[src/rtl/blinker_sched_pkg.sv]
// Shared types and widths for the blinker burst scheduler.
package blinker_sched_pkg;

    typedef enum logic [1:0] {
        ST_IDLE,
        ST_ON,
        ST_OFF,
        ST_GAP
    } state_t;

    localparam int unsigned CNT_W = 4;
    localparam int unsigned GID_W = 3;

    function automatic int unsigned max_u(input int unsigned a, input int unsigned b);
        return (a > b) ? a : b;
    endfunction

endpackage

[src/rtl/blinker_sched_tick.sv]
// Free-running prescaler: tick_o is high one cycle in every TICK_DIV.
module blinker_sched_tick #(
    parameter int unsigned TICK_DIV = 1000
) (
    input  logic system1000,
    input  logic system1000_rst,
    output logic tick_o
);

    localparam int unsigned W = $clog2(TICK_DIV);

    logic [W-1:0] cnt_q;

    always_ff @(posedge system1000) begin
        if (system1000_rst) begin
            cnt_q <= '0;
        end else if (cnt_q == W'(TICK_DIV - 1)) begin
            cnt_q <= '0;
        end else begin
            cnt_q <= cnt_q + W'(1);
        end
    end

    assign tick_o = (cnt_q == W'(TICK_DIV - 1));

endmodule

[src/rtl/blinker_sched.sv]
// Round-robin LED blink-burst scheduler. Define BLINKER_SCHED_PRIO_EN to give
// requester 0 absolute priority over the round-robin group.
module blinker_sched
    import blinker_sched_pkg::*;
#(
    parameter int unsigned NREQ      = 4,
    parameter int unsigned TICK_DIV  = 1000,
    parameter int unsigned ON_TICKS  = 250,
    parameter int unsigned OFF_TICKS = 250,
    parameter int unsigned GAP_TICKS = 1000
) (
    input  logic                  system1000,
    input  logic                  system1000_rst,
    input  logic [NREQ-1:0]       req_valid_i,
    input  logic [NREQ*CNT_W-1:0] req_count_i,
    output logic [NREQ-1:0]       req_ready_o,
    output logic                  led_o,
    output logic                  busy_o,
    output logic [GID_W-1:0]      grant_id_o
);

`ifdef BLINKER_SCHED_PRIO_EN
    localparam bit PRIO_EN = 1'b1;
`else
    localparam bit PRIO_EN = 1'b0;
`endif

    localparam int unsigned TMAX = max_u(max_u(ON_TICKS, OFF_TICKS),
                                         max_u(GAP_TICKS, (1 << CNT_W) - 1));
    localparam int unsigned TW   = $clog2(TMAX + 1);

    state_t             state_q, state_d;
    logic [TW-1:0]      timer_q, timer_d;
    logic [TW-1:0]      rem_q, rem_d;
    logic [GID_W-1:0]   last_q, last_d;
    logic [GID_W-1:0]   gid_q, gid_d;
    logic               led_q, led_d;
    logic               tick;
    logic               found;
    logic [GID_W-1:0]   winner;
    logic [CNT_W-1:0]   win_count;
    logic               transfer;

    blinker_sched_tick #(
        .TICK_DIV(TICK_DIV)
    ) u_tick (
        .system1000    (system1000),
        .system1000_rst(system1000_rst),
        .tick_o        (tick)
    );

    // Requester 0 is pre-empted into the priority slot, so the RR scan skips it.
    always_comb begin
        found  = 1'b0;
        winner = '0;
        if (PRIO_EN && req_valid_i[0]) begin
            found = 1'b1;
        end
        for (int unsigned k = 1; k <= NREQ; k++) begin
            int unsigned idx;
            idx = (32'(last_q) + k) % NREQ;
            if (!found && !(PRIO_EN && idx == 0) && 1'(req_valid_i >> idx)) begin
                found  = 1'b1;
                winner = GID_W'(idx);
            end
        end
    end

    assign win_count   = CNT_W'(req_count_i >> (CNT_W * winner));
    assign req_ready_o = (state_q == ST_IDLE && found && !system1000_rst)
                         ? ({{(NREQ-1){1'b0}}, 1'b1} << winner) : '0;
    assign transfer    = |req_ready_o;

    always_comb begin
        state_d = state_q;
        timer_d = timer_q;
        rem_d   = rem_q;
        last_d  = last_q;
        gid_d   = gid_q;
        case (state_q)
            ST_IDLE: begin
                if (transfer) begin
                    gid_d  = winner;
                    last_d = winner;
                    if (win_count != '0) begin
                        state_d = ST_ON;
                        rem_d   = TW'(win_count);
                        timer_d = '0;
                    end
                end
            end
            ST_ON: begin
                if (tick) begin
                    if (timer_q == TW'(ON_TICKS - 1)) begin
                        state_d = ST_OFF;
                        timer_d = '0;
                        rem_d   = rem_q - TW'(1);
                    end else begin
                        timer_d = timer_q + TW'(1);
                    end
                end
            end
            ST_OFF: begin
                if (tick) begin
                    if (timer_q == TW'(OFF_TICKS - 1)) begin
                        state_d = (rem_q != '0) ? ST_ON : ST_GAP;
                        timer_d = '0;
                    end else begin
                        timer_d = timer_q + TW'(1);
                    end
                end
            end
            ST_GAP: begin
                if (tick) begin
                    if (timer_q == TW'(GAP_TICKS - 1)) begin
                        state_d = ST_IDLE;
                        timer_d = '0;
                    end else begin
                        timer_d = timer_q + TW'(1);
                    end
                end
            end
            default: state_d = ST_IDLE;
        endcase
        led_d = (state_d == ST_ON);
    end

    always_ff @(posedge system1000) begin
        if (system1000_rst) begin
            state_q <= ST_IDLE;
            timer_q <= '0;
            rem_q   <= '0;
            last_q  <= GID_W'(NREQ - 1);
            gid_q   <= '0;
            led_q   <= 1'b0;
        end else begin
            state_q <= state_d;
            timer_q <= timer_d;
            rem_q   <= rem_d;
            last_q  <= last_d;
            gid_q   <= gid_d;
            led_q   <= led_d;
        end
    end

    assign led_o      = led_q;
    assign busy_o     = (state_q != ST_IDLE);
    assign grant_id_o = gid_q;

endmodule
[config.mk]
export PLATFORM = sky130hd
export DESIGN_NAME = blinker_sched
export DESIGN_NICKNAME = d
export VERILOG_FILES = /design/src/rtl/blinker_sched_pkg.sv /design/src/rtl/blinker_sched_tick.sv /design/src/rtl/blinker_sched.sv
export SDC_FILE = /design/constraint.sdc
export NUM_CORES = 1
export LEC_CHECK = 0
export ABC_AREA = 1
export CAP_MARGIN = 20
export CORE_AREA = 8 8 89 91
export CTS_BUF_LIST = sky130_fd_sc_hd__clkbuf_4
export DETAILED_ROUTE_END_ITERATION = 6
export DIE_AREA = 0 0 97 99
export PLACE_DENSITY = 0.67
export SYNTH_ARGS = -nofsm -noshare
export SYNTH_HDL_FRONTEND = slang
export SYNTH_HIERARCHICAL = 1
export SYNTH_SLANG_ARGS = --single-unit
[constraint.sdc]
create_clock -name system1000 -period 3.3 [get_ports system1000]
set_input_delay 0.66 -clock system1000 [delete_from_list [all_inputs] [get_ports system1000]]
set_output_delay 0.66 -clock system1000 [all_outputs]
set_load 0.005 [all_outputs]
# [Yosys cells after proc, flatten, opt, wreduce, memory -nomap -nowiden]
# Cells that the tools add are included.
# Widths: inputs -> output; s select.
[word_totals] inputBits=22 ff_bits=38 out_inout_bits=9 word_cells=84
[classes] reduce_logical=20 shifts=6 n_eq_ne=13 n_mux=31 addsub=7
[ops] op="$mux 10" count=10
[ops] op="$pmux 10 s3" count=1
[ops] op="$mux 2" count=13
[ops] op="$add 10x1->10 const B" count=2
[ops] op="$eq 10x10->1 const B" count=2
[ops] op="$pmux 10 s2" count=1
[ops] op="$shr 16x5->4" count=1
[ops] op="$shr 4x2->1" count=4
[ops] op="$eq 10x8->1 const B" count=1
[ops] op="$reduce_bool 10->1" count=1
[ops] op="$sub 10x1->10 const B" count=1
[ops] op="$ne 2x2->1 const B" count=4
[ops] op="$pmux 2 s4" count=1
[ops] op="$logic_and 1x1->1" count=5
[ops] op="$reduce_and 5->1" count=1
[ops] op="$add 2x1->2 const B" count=2
[ops] op="$add 2x2->2 const B" count=2
[ops] op="$eq 2x1->1 const B" count=2
[ops] op="$eq 2x2->1 const B" count=2
[ops] op="$logic_not 1->1" count=4
[ops] op="$mux 1" count=4
[ops] op="$mux 4" count=1
[ops] op="$ne 2x1->1 const B" count=2
[ops] op="$reduce_and 4->1" count=1
[ops] op="7 further kinds" count=9

# [Longest topological paths before layout]
[logic_depth] word_depth=19 depth_mapped=23

# [Modules after synthesis]
# The synthesis kept the hierarchy.
[by_module_without_submodules] mod="blinker_sched" cells_per_inst=402 area_per_inst_um2=2361.0 seq_area_each_um2=540.5 instances=1
[by_module_without_submodules] mod="blinker_sched_tick" cells_per_inst=62 area_per_inst_um2=456.7 seq_area_each_um2=200.2 instances=1

# [Least setup slack after synthesis]
# No wires, ideal clock.
[synth_timing] path_kind="in2reg" from="input req_valid_i[1]" to="register timer_q[5]" path_buffers=3 t_arrival_ns=2.329 cell_stages=18 setup_time_ns=0.062 path_slack_ns=0.910 cell_sequence="nand2_1 -> nand2_1 -> o21ai_0 -> nand3_4 -> nand2_4 -> nand2_2 -> buf_6 -> nand2_1 -> nand2_1 -> nand2_1 -> nand2_1 -> nor2_2 -> nand3_2 -> buf_6 -> buf_6 -> nand4_1 -> nand2_1 -> nor2_2"
[synth_via] elab_chain_cells=17 word_cells_on_any_way=28
[synth_rtl] item="start, declared" line_no="blinker_sched.sv:14" source="input logic [NREQ-1:0] req_valid_i,"
[synth_rtl] item="parallel branches: the longest is 16 deep, another holds $shr 16x5->4"
[synth_rtl] item="$reduce_and 4->1 (no source line) (*)"
[synth_rtl] item="end signal, assigned" line_no="blinker_sched.sv:138" source="timer_q <= timer_d;"
[synth_rtl] item="end, declared" line_no="blinker_sched.sv:33" source="logic [TW-1:0] timer_q, timer_d;"
# Mark *: on every way between the ends.
# A chain may end at the register's enable or synchronous reset.

# [Worst setup path in the final report]
[layout_timing] from="input req_valid_i[2]" to="output req_ready_o[0]"
[layout_via] elab_chain_cells=14 word_cells_on_any_way=22
[layout_rtl] item="$shr 4x2->1" line_no="blinker_sched.sv:62" source="if (!found && !(PRIO_EN && idx == 0) && 1'(req_valid_i >> idx)) begin"
[layout_rtl] item="$mux 1" line_no="blinker_sched.sv:62"
[layout_rtl] item="$logic_not 1->1" line_no="blinker_sched.sv:62"
[layout_rtl] item="$logic_and 1x1->1" line_no="blinker_sched.sv:62"
[layout_rtl] item="$mux 1" line_no="blinker_sched.sv:62"
[layout_rtl] item="$logic_not 1->1" line_no="blinker_sched.sv:62"
[layout_rtl] item="$logic_and 1x1->1" line_no="blinker_sched.sv:62"
[layout_rtl] item="$mux 1" line_no="blinker_sched.sv:62"
[layout_rtl] item="$logic_not 1->1" line_no="blinker_sched.sv:62"
[layout_rtl] item="$logic_and 1x1->1" line_no="blinker_sched.sv:62"
[layout_rtl] item="$mux 1" line_no="blinker_sched.sv:62"
[layout_rtl] item="$logic_and 1x1->1 (2 in a row)" line_no="blinker_sched.sv:70" source="assign req_ready_o = (state_q == ST_IDLE && found && !system1000_rst)"
[layout_rtl] item="$mux 4 (*)" line_no="blinker_sched.sv:71" source="? ({{(NREQ-1){1'b0}}, 1'b1} << winner) : '0;"
[layout_rtl] item="end, declared" line_no="blinker_sched.sv:16" source="output logic [NREQ-1:0] req_ready_o,"
# Mark *: on every way between the ends. The rest lies on a longest branch, timed or not.

==> key figures <==
Outcome
  – Outcome: complete, no violations

Cells and area
  – Finished Cell Area: 3340 um^2
  – Ant. Diodes: 0
  – Syn-to-layout area delta: 18.6%
  – Core Util, Final: 50.9%
  – Layout cell share with drive strength beyond 1: 12.5%
  – Post-Layout Cell Count: roughly 600
  – Fin nets: 536

Clock tree
  – Clock buffer depth: 2
  – CTS Sinks: 37
  – CTS tree: yes
  – Htree depth: 2
  – Clock root buffer: clkbuf_4
  – Skew-Pair Late Insertion Delay: 360 ps
  – Cts hold-fix bufs: 0
  – Clock slew at reported path FFs: 90 ps
  – Num CTS Buffers: 5

STA
  – Min cycle time layout: 3010 ps
  – Actual slew at the worst max-slew pin: roughly 680 ps
  – Max Clock Freq: 332 MHz
  – RSZ-0062 raised after global routing: false
  – Max-slew headroom: 54.6%
  – WHS: 463 ps
  – Final Skew: approximately 26 ps
  – Final Setup Violations: 0
  – Final period util: roughly nine tenths
  – Final Max Tran Viols: 0
  – Final hold vios: 0

Floorplanning
  – Starting Density: 42.9%
  – Die Ht: 99 um
  – I/O pin cnt: 31
  – Die Wd: 97 um
  – Die area: approximately 9600 um^2
  – Core area: between 6000 and 7000 um^2
  – # rows: 30

Setup path
  – Setup crit end kind: output port
  – Critical path required time: approximately 2600 ps
  – Crit Path Max Fanout: 4
  – CP Launch Type: primary input
  – Critical path type: in -> out
  – Arrival time of the worst setup path: between 2000 and 2500 ps

Route
  – Detail Route Antenna Nets: 0
  – DR WL/cell: 11.3 um
  – Initial drt markers: 109
  – Residual DRC: 0
  – Drt pass-1 iters: 4
  – Vias/cell: 4.97
  – Post-Route WL: 6.61 mm
  – DR vias: around 2,900

Synth
  – Most frequent cell after synthesis: nand2_1
  – Library cell with the largest summed area after synthesis: dfxtp_1
  – Post-Synthesis Cells: 464
  – Mapped Avg Cell Area: slightly above 6 um^2
  – Register area share after synthesis: 26.3%
  – Top_reg_cell synth: dfxtp_1
  – Yosys cell types: 36
  – Area contributors post-synth: dfxtp_1, nand2_1, inv_1, nand3_1, nor2_1
  – Async SR Flop Fraction: 0%
  – YS warnings: 6
  – Mapped Area: 2820 um^2
  – Seq cells post-synth: 37
  – Share of the synthesized area in the top cell type: 26.3%
  – Synthesized Nets: 496
  – Synth top cells by count: nand2_1, inv_1, nor2_1, nand3_1, dfxtp_1
  – Post-synth EDFFs: 0

GRT
  – Largest net degree at the start of global routing: 21
  – Met2 usage: 25.1%
  – First-pass GRT wire length: 11.7 mm
  – Number of global-route vias before repair: 2,759
  – Met3 global-route usage: 2.66%
  – Initial antenna violation count: 0
  – Grt met1 use: 15.9%
  – Global routing's busiest layer: met2
  – Global route overflow: 0
  – GRT Total Usage: 14.1%

Power and ir drop
  – LEAKAGE: 0.00164 uW
  – VDD IR-drop max: 0.556 mV
  – Total chip power: between 3000 and 4000 uW
  – Pwr dens: 1060 nW/um^2

Place
  – Dpl hpwl: 5.00 mm
  – Final Wtd Congestion: roughly 0.84
  – Port bufs: 29
  – Dpl cells: 577
  – Post-DP Area: roughly 3200 um^2

Flow run
  – Max Cap Violations: 0

Hold path
  – Hold crit path type: reg -> reg
[per-stage QoR]
step	setup WS [ps]	setup TNS (ps)
2_1_floorplan	910	0
3_3_place_gp	26.3	0
3_5_place_dp	-31.4	-50.3
4_1_cts	15.2	0
5_1_grt	81.1	0
6_report	288	0
[cells in the final DEF, fill, tap and decap left out, types with 2 or more instances in the layout]
cell type and n:
o21ai_0 12, dfxtp_1 37, nand2_4 2, nand3_1 40
nand2_1 144, nand2_2 8, clkdlybuf4s50_1 25, nor2_1 45
nand3b_1 2, nor3_1 5, nand3_4 2, a21oi_1 15
buf_4 16, nor2_2 15, ha_1 10, o21ai_1 2
dlymetal6s2s_1 3, inv_2 5, xor2_1 2, clkbuf_4 6
inv_1 59, nand4_1 21, clkinv_1 9, nand3_2 3
xnor2_1 4
[sequential cells by signal, indices dropped and copies added (netlist names)]
name          cells
grant_id_o        2
last_q            2
led_o             1
rem_q            10
state_q           2
timer_q          10
u_tick/cnt_q     10
[path summary, 6_finish.rpt]
path                                startpoint              to  slack (ps)  cells past startpoint
worst max register to register       last_q[0]        rem_q[9]         710                     22
worst min-delay path             grant_id_o[1]   grant_id_o[1]         460                      2
worst max-delay path            req_valid_i[2]  req_ready_o[0]         290                     12
worst min register to register   grant_id_o[1]   grant_id_o[1]         460                      2
[where the power goes]
group	internal (uW)	switching (uW)	total, uW	leakage [uW]
clock	166	152	318	0.0000433
combinational	971	1570	2540	0.00129
sequential	565	103	668	0.000304
total	1700	1830	3530	0.00164
[logic make-up (layout without fill, tap and decap cells)]
group | Yosys count | in the layout | share of synthesized area (%)
other | 1 | 1 | 0.133
buffers and inverters | 85 | 126 | 12.7
and+or+nand+nor | 291 | 291 | 47.9
AOI/OAI and AO/OA | 34 | 34 | 6.66
DFF | 37 | 37 | 26.3
xor gates and xnor gates | 6 | 6 | 1.86
adders and majority gates | 10 | 10 | 4.44
[metal layers]
layer / up-vias / routed length [um]
li1: 1539 / -
met1: 1305 / 3050
met2: 55 / 3220
met3: 9 / 212
met4: 0 / 121
met5: - / 0
[worst max-delay path, cell delays in order]
cell and delay [ps]:
clkdlybuf4s50_1 480, nand2_1 60, nand2_1 140, nand2_2 90, nand2_4 100, inv_2 50
nand3_1 60, nand3_1 90, nor2_2 170, inv_2 70, nor3_1 120, dlygate4sd2_1 270
[layout make-up]
class                   count  area, um^2
fillers                   649        3230
clock buffers               6        45.0
repair buffers             45         417
clock inverters             2        33.8
well taps                  80         100
multi-input cells         342        1730
inverters                  73         277
flip-flops and latches     37         741
[timing repair]
item	CTS	global route
resized for setup	4	5
gates cloned	0	0
setup endpoints to repair	3	3
buffers inserted	0	0
(Power assumes the default switching activity.)
==> variant: new RTL, same settings <==
Compare `timer_q` against `TW'(OFF_TICKS - 1)` with >= in place of ==.
--- a/src/rtl/blinker_sched.sv
+++ b/src/rtl/blinker_sched.sv
@@ -104,3 +104,3 @@
                 if (tick) begin
-                    if (timer_q == TW'(OFF_TICKS - 1)) begin
+                    if (timer_q >= TW'(OFF_TICKS - 1)) begin
                         state_d = (rem_q != '0) ? ST_ON : ST_GAP;
Behaviour: same outputs for any inputs over 10 cycles, from zero or initial values and one cycle with system1000_rst high; that may be too few to reach the edited logic, so the function may still have changed.
==> variant against the original RTL <==
First-iteration DRC count is 1.8% higher; worst setup slack worse by 0.17 ns; count of clock-buffer cells in the layout is 1 lower; combinational power is 37% lower; die area stayed put; synthesized area is 5.0% lower; power is 28% lower; sequential cell count stayed put; wire length is 5.1% lower; design area is 4.9% lower; critical endpoint is now req_ready_o[1]; highest routed layer unchanged.
==> variant: results (changes against the original RTL) <==
[final_layout]
layout.comb_gates.multi_input=326  ; -4.7%
fillCellCount=670  ; +3.2%
final_net_count=496  ; -7.5%
footprint_of_the_multi_input_gates_um2=1658  ; -4.1%
nNonClkBuffers=41  ; -8.9%
drive_gt1_share_pct=11.30  ; -1.2 points
seqCellArea_um2=742.0  ; +0.17%
clock_area_share_pct=2.480  ; +0.12 points
multi_input_area_share_pct=52.17  ; +0.42 points

[power]
leak_pwr_nw=1.448  ; -12%
p_sw_share_pct=48.14  ; -3.6 points
vdd.ir_drop.worst_mv=0.4973  ; -11%

[cts]
post_cts_resized=0  ; -4
clkTransAtPathRegs_ns=0.11  ; +0.02 ns

[route]
drt_iter0_drc=111  ; +1.8%
post_drt_via_cell_ratio=4.862  ; -2.2%
average_detailed_routed_wire_length_per_instance_um=11.42  ; +1.1%
route.vias.total=2669  ; -8.2%
drt-pass1-iter-count=5  ; +1

[placed_design]
dpl.cell_count=540  ; -6.4%
gpl.final_weighted_congestion=0.8826  ; +5.2%

[synthesis]
synth_cell_types=35  ; -2.8%
synth_commonest_cells=sky130_fd_sc_hd__nand2_1, sky130_fd_sc_hd__nor2_1, sky130_fd_sc_hd__inv_1
syn_inst=431  ; -7.1%
proportion_of_synthesized_chip_area_in_sequential_cells_pct=27.66  ; +1.4 points
synth_adder_area_share_pct=2.804  ; -1.6 points
postSynthNetCount=459  ; -7.5%
post_synth_xor_area_fraction_pct=4.252  ; +2.4 points
synth.top_cells.by_area=sky130_fd_sc_hd__dfxtp_1, sky130_fd_sc_hd__nand2_1, sky130_fd_sc_hd__nor2_1
synth_compound_area_share_pct=6.729  ; +0.068 points

[status]
outcome=complete, no violations

[min_path]
hold_crit_endpoint=u_tick/cnt_q[0]
hold_depth=1  ; -1

[setup_path]
crit_path_max_fanout=9  ; +5
cp.arrival_ns=2.53  ; +0.18 ns
ff2ff_path_depth=17  ; -23%
crit_end=req_ready_o[1]
critical_path.max_stage_delay_ns=0.50  ; +0.02 ns
setup.worst_path.start=req_valid_i[3]

[global_routing]
grt_pass1_vias=2528  ; -8.4%
grt_max_degree=17  ; -19%
gr-usage-all-layers_pct=13.37  ; -0.73 points

[sta]
clock-skew-final_ns=0.01015  ; -0.01622 ns
hold-worst-slack_ns=0.4727  ; +0.009480 ns

## variant: cell count changes after synthesis, sizes merged, moves of 8 or more
| cell | before | now |
|---|---|---|
| clkinv | 8 | 0 |
| nor2 | 62 | 71 |
| o21ai | 14 | 3 |
| a21oi | 15 | 23 |
| nand2 | 154 | 125 |
| inv | 65 | 57 |
## variant: power by group through the flow
stage | clock [mW] | combinational, mW | sequential [mW]
global placement | 0 | 1.57 | 0.633
finish | 0.324 | 1.60 | 0.626
detailed placement | 0 | 1.58 | 0.635
CTS | 0.336 | 1.59 | 0.624
global route | 0.351 | 1.84 | 0.640
floorplan | 0 | 1.22 | 0.607
## variant: routing by layer
metal	GRT usage, %	routed length, um
met1	15.42	2905
met2	23.91	3073
met3	2.659	218
met4	4.497	70
met5	0	0
## variant: per-stage QoR
step	worst slack, ns	utilization [%]
floorplan	1.061	-
global placement	0.09732	46.97
detailed placement	0.06156	46.97
CTS	0.04661	48.17
global route	0.006384	48.38
finish	0.1139	48.38
